[src/rtl/fault_trip_manager_pkg.sv]
// Shared state encodings and helpers for the fault trip manager.
package fault_trip_manager_pkg;

  localparam int STATE_W = 3;

  typedef enum logic [STATE_W-1:0] {
    ST_RUN   = 3'd0,
    ST_TRIP  = 3'd1,
    ST_COOL  = 3'd2,
    ST_CLR   = 3'd3,
    ST_CHECK = 3'd4,
    ST_LOCK  = 3'd5
  } state_t;

  // Index of the lowest set bit; callers only use it when at least one bit is set.
  function automatic logic [4:0] lowest_set(input logic [31:0] v);
    lowest_set = '0;
    for (int i = 31; i >= 0; i--) begin
      if (v[i]) lowest_set = 5'(i);
    end
  endfunction

endpackage

[src/rtl/fault_trip_manager_tick_sync.sv]
// Two-flop synchronizer for the 1 us timebase with a one-cycle pulse on each
// synchronized falling edge.
module tick_edge_sync (
  input  logic clk,
  input  logic rst_n,
  input  logic async_in,
  output logic tick_o
);

  logic [1:0] sync_q;
  logic [1:0] sync_d;

  always_comb begin
    sync_d = {sync_q[0], async_in};
  end

  always_ff @(posedge clk or negedge rst_n) begin
    if (!rst_n) sync_q <= '0;
    else        sync_q <= sync_d;
  end

  // sync_q[1] is the older sample: 2'b10 means high then low.
  assign tick_o = (sync_q == 2'b10);

endmodule

[src/rtl/fault_trip_manager.sv]
// Collects latched detector faults, blocks the power stage, and runs a timed
// auto-retry sequence that ends in a host-cleared lockout.
//
// state | meaning
// RUN   | normal operation, power stage enabled
// TRIP  | one-cycle decision: retry or lock out
// COOL  | waiting COOL_US ticks before a retry
// CLR   | pulsing reset_unit into the detectors
// CHECK | clean-run window after a retry
// LOCK  | retries exhausted or disabled, waiting for host_clr
module fault_trip_manager
  import fault_trip_manager_pkg::*;
#(
  parameter int N_FAULT       = 8,
  parameter int ID_W          = 3,
  parameter int COOL_US       = 1000,
  parameter int CHECK_US      = 100,
  parameter int RST_PULSE_CLK = 4,
  parameter int MAX_RETRY     = 3
) (
  input  logic               clk,
  input  logic               rst_n,
  input  logic               time_1us,
  input  logic [N_FAULT-1:0] fault_in,
  input  logic [N_FAULT-1:0] fault_mask,
  input  logic               retry_en,
  input  logic               host_clr,
  output logic               trip_out,
  output logic               reset_unit,
  output logic [N_FAULT-1:0] fault_latch,
  output logic [ID_W-1:0]    first_id,
  output logic               first_valid,
  output logic [2:0]         retry_cnt,
  output logic               lockout,
  output logic [STATE_W-1:0] state_o
);

  state_t             state_q, state_d;
  logic               trip_q, trip_d;
  logic               reset_unit_q, reset_unit_d;
  logic [N_FAULT-1:0] latch_q, latch_d;
  logic [ID_W-1:0]    first_id_q, first_id_d;
  logic               first_valid_q, first_valid_d;
  logic [2:0]         retry_q, retry_d;
  logic               lockout_q, lockout_d;
  logic [15:0]        tick_cnt_q, tick_cnt_d;
  logic [15:0]        pulse_cnt_q, pulse_cnt_d;
  logic               ign_q, ign_d;

  logic               tick;
  logic [N_FAULT-1:0] act;
  logic               any_f;

  tick_edge_sync u_tick_sync (
    .clk      (clk),
    .rst_n    (rst_n),
    .async_in (time_1us),
    .tick_o   (tick)
  );

  assign act   = fault_in & ~fault_mask;
  assign any_f = |act;

  always_comb begin
    state_d       = state_q;
    trip_d        = trip_q;
    reset_unit_d  = reset_unit_q;
    latch_d       = latch_q;
    first_id_d    = first_id_q;
    first_valid_d = first_valid_q;
    retry_d       = retry_q;
    lockout_d     = lockout_q;
    tick_cnt_d    = tick_cnt_q;
    pulse_cnt_d   = pulse_cnt_q;
    ign_d         = 1'b0;

    case (state_q)
      ST_RUN: begin
        if (host_clr) begin
          latch_d       = '0;
          first_valid_d = 1'b0;
          retry_d       = '0;
        end
        // A fault in the same cycle as host_clr wins, starting from the cleared history.
        if (any_f) begin
          state_d = ST_TRIP;
          trip_d  = 1'b1;
          latch_d = latch_d | act;
          if (!first_valid_d) begin
            first_id_d    = ID_W'(lowest_set(32'(act)));
            first_valid_d = 1'b1;
          end
        end
      end

      ST_TRIP: begin
        latch_d = latch_q | act;
        if (retry_en && (retry_q < 3'(MAX_RETRY))) begin
          state_d = ST_COOL;
        end else begin
          state_d   = ST_LOCK;
          lockout_d = 1'b1;
        end
      end

      ST_COOL: begin
        latch_d = latch_q | act;
        if (tick) begin
          if (tick_cnt_q == 16'(COOL_US - 1)) begin
            state_d      = ST_CLR;
            reset_unit_d = 1'b1;
            pulse_cnt_d  = 16'(RST_PULSE_CLK - 1);
            if (retry_q < 3'(MAX_RETRY)) retry_d = retry_q + 3'd1;
          end else begin
            tick_cnt_d = tick_cnt_q + 16'd1;
          end
        end
      end

      ST_CLR: begin
        if (pulse_cnt_q == 16'd0) begin
          state_d      = ST_CHECK;
          reset_unit_d = 1'b0;
          ign_d        = 1'b1;
        end else begin
          pulse_cnt_d = pulse_cnt_q - 16'd1;
        end
      end

      ST_CHECK: begin
        // Detectors may still be settling in the first cycle after the reset pulse.
        if (any_f && !ign_q) begin
          state_d = ST_TRIP;
          latch_d = latch_q | act;
        end else if (tick) begin
          if (tick_cnt_q == 16'(CHECK_US - 1)) begin
            state_d = ST_RUN;
            trip_d  = 1'b0;
          end else begin
            tick_cnt_d = tick_cnt_q + 16'd1;
          end
        end
      end

      ST_LOCK: begin
        trip_d    = 1'b1;
        lockout_d = 1'b1;
        latch_d   = latch_q | act;
        if (host_clr) begin
          state_d       = ST_CLR;
          retry_d       = '0;
          latch_d       = '0;
          first_valid_d = 1'b0;
          lockout_d     = 1'b0;
          reset_unit_d  = 1'b1;
          pulse_cnt_d   = 16'(RST_PULSE_CLK - 1);
        end
      end

      default: begin
        state_d = ST_RUN;
      end
    endcase

    if (state_d != state_q) tick_cnt_d = '0;
  end

  always_ff @(posedge clk or negedge rst_n) begin
    if (!rst_n) begin
      state_q       <= ST_RUN;
      trip_q        <= 1'b0;
      reset_unit_q  <= 1'b0;
      latch_q       <= '0;
      first_id_q    <= '0;
      first_valid_q <= 1'b0;
      retry_q       <= '0;
      lockout_q     <= 1'b0;
      tick_cnt_q    <= '0;
      pulse_cnt_q   <= '0;
      ign_q         <= 1'b0;
    end else begin
      state_q       <= state_d;
      trip_q        <= trip_d;
      reset_unit_q  <= reset_unit_d;
      latch_q       <= latch_d;
      first_id_q    <= first_id_d;
      first_valid_q <= first_valid_d;
      retry_q       <= retry_d;
      lockout_q     <= lockout_d;
      tick_cnt_q    <= tick_cnt_d;
      pulse_cnt_q   <= pulse_cnt_d;
      ign_q         <= ign_d;
    end
  end

  assign trip_out    = trip_q;
  assign reset_unit  = reset_unit_q;
  assign fault_latch = latch_q;
  assign first_id    = first_id_q;
  assign first_valid = first_valid_q;
  assign retry_cnt   = retry_q;
  assign lockout     = lockout_q;
  assign state_o     = state_q;

endmodule

[config.mk]
export PLATFORM = sky130hd
export DESIGN_NAME = fault_trip_manager
export DESIGN_NICKNAME = d
export VERILOG_FILES = /design/src/rtl/fault_trip_manager_pkg.sv /design/src/rtl/fault_trip_manager_tick_sync.sv /design/src/rtl/fault_trip_manager.sv
export SDC_FILE = /design/constraint.sdc
export NUM_CORES = 1
export LEC_CHECK = 0
export CAP_MARGIN = 30
export CORE_UTILIZATION = 62
export CTS_BUF_LIST = sky130_fd_sc_hd__clkbuf_8
export DETAILED_ROUTE_END_ITERATION = 10
export PLACE_DENSITY = 0.88
export SYNTH_ARGS = -nofsm -noshare
export SYNTH_HDL_FRONTEND = slang
export SYNTH_HIERARCHICAL = 1
export SYNTH_SLANG_ARGS = --single-unit
[constraint.sdc]
create_clock -name clk -period 4.4 [get_ports clk]
set_clock_uncertainty 0.15 [all_clocks]
set_input_delay 0.44 -clock clk [delete_from_list [all_inputs] [get_ports clk]]
set_output_delay 0.44 -clock clk [all_outputs]
set_load 0.02 [all_outputs]
# Word level (Yosys, flattened, before mapping)
# Cells that the tools add are included.
# totals
word_cells	131
inputBits	21
output_inout_bits	21
reg_bits	56
# classes
order_cmp	1
reduce_logical	23
eq_ne	27
n_addsub	3
bitwise_logic	5
n_mux	60
# ops
cell	count
2-to-1 mux 16 bit	10
2-to-1 mux 3 bit	21
case mux 16 bit (3 select lines)	1
2-to-1 mux 8 bit	5
case mux 16 bit (2 select lines)	1
case mux 8 bit (4 select lines)	1
!= test 2 bit (second input constant)	12
AND reduction 5 bit	4
case mux 3 bit (6 select lines)	1
adder 16 x 1 -> 16 bit (second input constant)	1
equality test 16 x 10 -> 1 bit (second input constant)	1
equality test 16 x 7 -> 1 bit (second input constant)	1
logical NOT 16 bit	1
bitwise OR 8 bit	2
subtractor 16 x 1 -> 16 bit (second input constant)	1
2-to-1 mux 1 bit	15
!= test 3 bit (second input constant)	5
nonzero test 3 bit	3
AND 8 bit	1
inverter 8 bit	1
OR reduction 8 bit	1
equality test 3 x 2 -> 1 bit (second input constant)	2
equality test 3 bit (second input constant)	2
case mux 1 bit (3 select lines)	2
other kinds (18)	24

# Logic depth before layout (Yosys ltp)
# logic_depth
depth_word	10
mapped_depth	8
mapped_depth_nobuf	7

# Cells and area by module
# Netlist, hierarchy kept.
# by_module_without_submodules
module	seq_area_each_um2	area_each_um2	instances	cells_per_inst
fault_trip_manager	1351.3	3291.9	1	362
tick_edge_sync	50.0	63.8	1	3

# Worst setup path after synthesis
# No wires, ideal clock.
# synth_path
kind	input-to-reg
from	input fault_in[0]
to	register tick_cnt_q[0]
path_buffers	2
slack_ns	2.007
arrival_time_ns	2.149
t_required_ns	4.156
path_stages	7
setup_ns	0.094
cell_sequence	nor2b_1 -> or4_4 -> or2_1 -> buf_6 -> a221o_2 -> buf_6 -> a221oi_2
# synth_between
elab_chain_len	8
elab_cells_between_ends	15
cone_classes	6 x eq/ne; 4 x mux; 1 x bitwise; 4 x reduce/logical
# synth_rtl
element	line	rtl
start, declared	fault_trip_manager.sv:24	input logic [N_FAULT-1:0] fault_in,
AND 8 bit *	fault_trip_manager.sv:61	assign act = fault_in & ~fault_mask;
OR reduction 8 bit *	fault_trip_manager.sv:62	assign any_f = |act;
logical AND 1 bit	fault_trip_manager.sv:132	if (any_f && !ign_q) begin
2-to-1 mux 3 bit	fault_trip_manager.sv:132	
case mux 3 bit (6 select lines)	fault_trip_manager.sv:77	case (state_q)
!= test 3 bit	fault_trip_manager.sv:165	if (state_d != state_q) tick_cnt_d = '0;
!= test 3 bit (no source line) or nonzero test 3 bit (tied branches)	n/a	
AND reduction 6 bit (no source line)	n/a	
end signal, assigned	fault_trip_manager.sv:190	tick_cnt_q <= tick_cnt_d;
end, declared	fault_trip_manager.sv:46	logic [15:0] tick_cnt_q, tick_cnt_d;
# Mark *: on every way between the ends. The rest lies on a longest branch, timed or not.
# A chain may end at the register's enable or synchronous reset.

# Worst setup path in the final report
# layout_path
from	register pulse_cnt_q[3]
to	register tick_cnt_q[4]
# layout_between
elab_chain_len	6
elab_cells_between_ends	12
cone_classes	6 x eq/ne; 3 x mux; 3 x reduce/logical
# layout_rtl
element	line	rtl
start, declared	fault_trip_manager.sv:47	logic [15:0] pulse_cnt_q, pulse_cnt_d;
start signal, assigned	fault_trip_manager.sv:191	pulse_cnt_q <= pulse_cnt_d;
logical NOT 16 bit *	fault_trip_manager.sv:121	if (pulse_cnt_q == 16'd0) begin
2-to-1 mux 3 bit *	fault_trip_manager.sv:121	
case mux 3 bit (6 select lines) *	fault_trip_manager.sv:77	
!= test 3 bit *	fault_trip_manager.sv:165	
!= test 3 bit (no source line) or nonzero test 3 bit (tied branches)	n/a	
AND reduction 6 bit (no source line)	n/a	
# Marked as above.

==> run metrics <==
clk_lat worst skew 310 ps; ANT cells 0; initial antenna violation count 0; CTS-repair resized insts 0; worst-case clock buffer depth 2; register area share after synthesis 0.4176; worst-margin pin slew ~830 ps; die width ~76 um; Final ANT Viol Nets 0; Max Cap Violations 0; Syn Std Cell Area roughly 3400 sq um; status finished, final reports clean; # fillers 379; asr flop ratio synth 1.000; clock sink total 56; Setup crit end kind register; launch point of the worst reg-to-reg path pulse_cnt_q[3]$_DFFE_PN0P_; top post-synthesis cells by area dfrtp_1, a221oi_2, a21oi_1; hold buffer count at cts 0; Fin. Hold Viols 0; worst path required time between 4000 and 5000 ps; post-DR vias/cell approximately 6.7; htree depth 2; Max Freq between 0.3 and 0.4 GHz; flop2flop setup slack ~1400 ps; pwr dens around 570 nW/um^2; Core Area 5172 sq um; Synth top area share 0.4176; Distinct cells, synth 52; Leak between 1.5 and 2 nW; gpl congestion 0.8651; total wire length a little over 8000 um; most frequent cells in the layout dfrtp_1, clkdlybuf4s50_1, a21oi_1; Initial Util 0.6488; total grt overflow 0; Crit Reg-Reg Endpoint tick_cnt_q[4]$_DFFE_PN0P_; # rows 26; Die Span Y 75.57 um; Final #Nets 422; Num CTS Buffers 5; setup TNS 0 ps; final setup margin 1430 ps; share of cells above drive strength 1 0.07519; dpl ws approximately 1200 ps; Critical Path Fanout Max 16; Avg Cell Area, Syn between 9 and 10 sq um; CP endpoint tick_cnt_q[4]$_DFFE_PN0P_; worst vdd ir 0.0003897 V; fin crit share 0.6750; Area Overhead vs Synth 16.14%; fin. max-slew vios 0; Total Routing Usage GR 0.2947; area leader, netlist dfrtp_1; clock root buffer clkbuf_8; YS warnings 6; Hold Crit Class in2async; CP Launch Point pulse_cnt_q[3]$_DFFE_PN0P_; Yosys reg bits 56; post-CTS setup buffer count 0; Ports 42; Rel. slew slack 0.4440; first-pass GRT wire length 12890 um; critical path type reg2reg; vias in the first global route 2756; Clock Pin Slew Worst Setup and Hold Paths 100 ps; initial drt markers 270; port bufs 41; die area 5711 sq um; CTS tree yes; DRC Markers 0; Post-synth top flop dfrtp_1; Post-synth EDFFs 0; Worst EP arrival slightly below 3000 ps; setup violators final 0; Syn Inst Count 365; hold_ws 111.9 ps; Post-Syn Nets 389; fin crit period 2970 ps; first-pass detailed-route iteration total 5; wire length per cell 17.17 um; RSZ-0062 raised after global routing false; FF-to-FF path depth 5; final core occ 0.7535; crit start category register; pin count of the biggest net entering global routing 57; hpwl dp around 5700 um; via count 3156; commonest non-fill, non-tap cell in the layout dfrtp_1
==> critical path, stage by stage, from the launching register on <==
cell and delay, ps:
dfrtp_1 470, nor4_1 520, nand3_1 240, nor3_1 520
a211o_1 680, a221oi_1 230
==> sequential cells by signal, indices dropped and copies added, names as in the netlist <==
name and cells:
pulse_cnt_q 16, fault_latch 8, trip_out 1, tick_cnt_q 16
lockout 1, first_valid 1, ign_q 1, u_tick_sync/sync_q 2
state_o 3, first_id 3, retry_cnt 3, reset_unit 1
==> per-stage QoR <==
step | total power, mW | std cells | instance area, sq um
global placement | 1.825 | 460 | 3779
detailed placement | 1.865 | 461 | 3790
floorplan | 1.529 | 365 | 3356
finish | 2.203 | 469 | 3897
CTS | 2.197 | 469 | 3897
global route | 2.352 | 469 | 3897
==> Yosys cell counts, types with 8 or more instances <==
cell / number
a21oi_1: 29
a221oi_2: 10
clkbuf_1: 10
dfrtp_1: 56
inv_1: 18
nand2_1: 27
nand3_1: 19
nand4_1: 11
nor2_1: 15
nor2b_1: 8
nor3_1: 8
o21ai_0: 21
o31ai_1: 15
or4_1: 15
==> layer usage <==
layer	wire length [um]	vias up	global-route usage
met5	0	-	0
met4	81	0	0.08230
met3	441	9	0.03307
met2	3877	124	0.4782
met1	3652	1553	0.4210
li1	-	1470	-
==> power by group <==
group	internal (mW)	switching, mW	total, mW
Combinational	0.419	0.665	1.08
Clock	0.167	0.163	0.330
Sequential	0.642	0.148	0.790
==> worst min-delay path by stage <==
stage / slack, ps / cells past startpoint / to / from
5_1_grt: 190 / 2 / tick_cnt_q[6]$_DFFE_PN0P_ / rst_n
6_report: 110 / 2 / fault_latch[1]$_DFFE_PN0P_ / rst_n
4_1_cts: 130 / 2 / first_valid$_DFFE_PN0N_ / rst_n
2_1_floorplan: -6 / 0 / fault_latch[0]$_DFFE_PN0P_ / rst_n
3_5_place_dp: 270 / 0 / u_tick_sync/sync_q[1]$_DFF_PN0_ / u_tick_sync/sync_q[0]$_DFF_PN0_
3_3_place_gp: 260 / 0 / u_tick_sync/sync_q[1]$_DFF_PN0_ / u_tick_sync/sync_q[0]$_DFF_PN0_
==> area by class of cell <==
| cell class | instances | area (sq um) | share of cell area |
|---|---|---|---|
| multi-input combinational | 271 | 1787 | 0.4584 |
| tap | 70 | 87.58 | 0.02247 |
| inverter | 18 | 67.56 | 0.01734 |
| clock inverter | 3 | 38.79 | 0.009952 |
| sequential | 56 | 1401 | 0.3595 |
| clock buffer | 5 | 68.82 | 0.01766 |
| timing repair buffer | 46 | 446.7 | 0.1146 |
==> kinds of logic after synthesis <==
group / share of synthesized area
flops: 0.4176
compound gates: 0.2603
simple gates: 0.2412
mux: 0.01790
buf+inv: 0.05182
fa+ha+maj: 0.01119
Note: power is estimated with default switching activity, not from simulation.
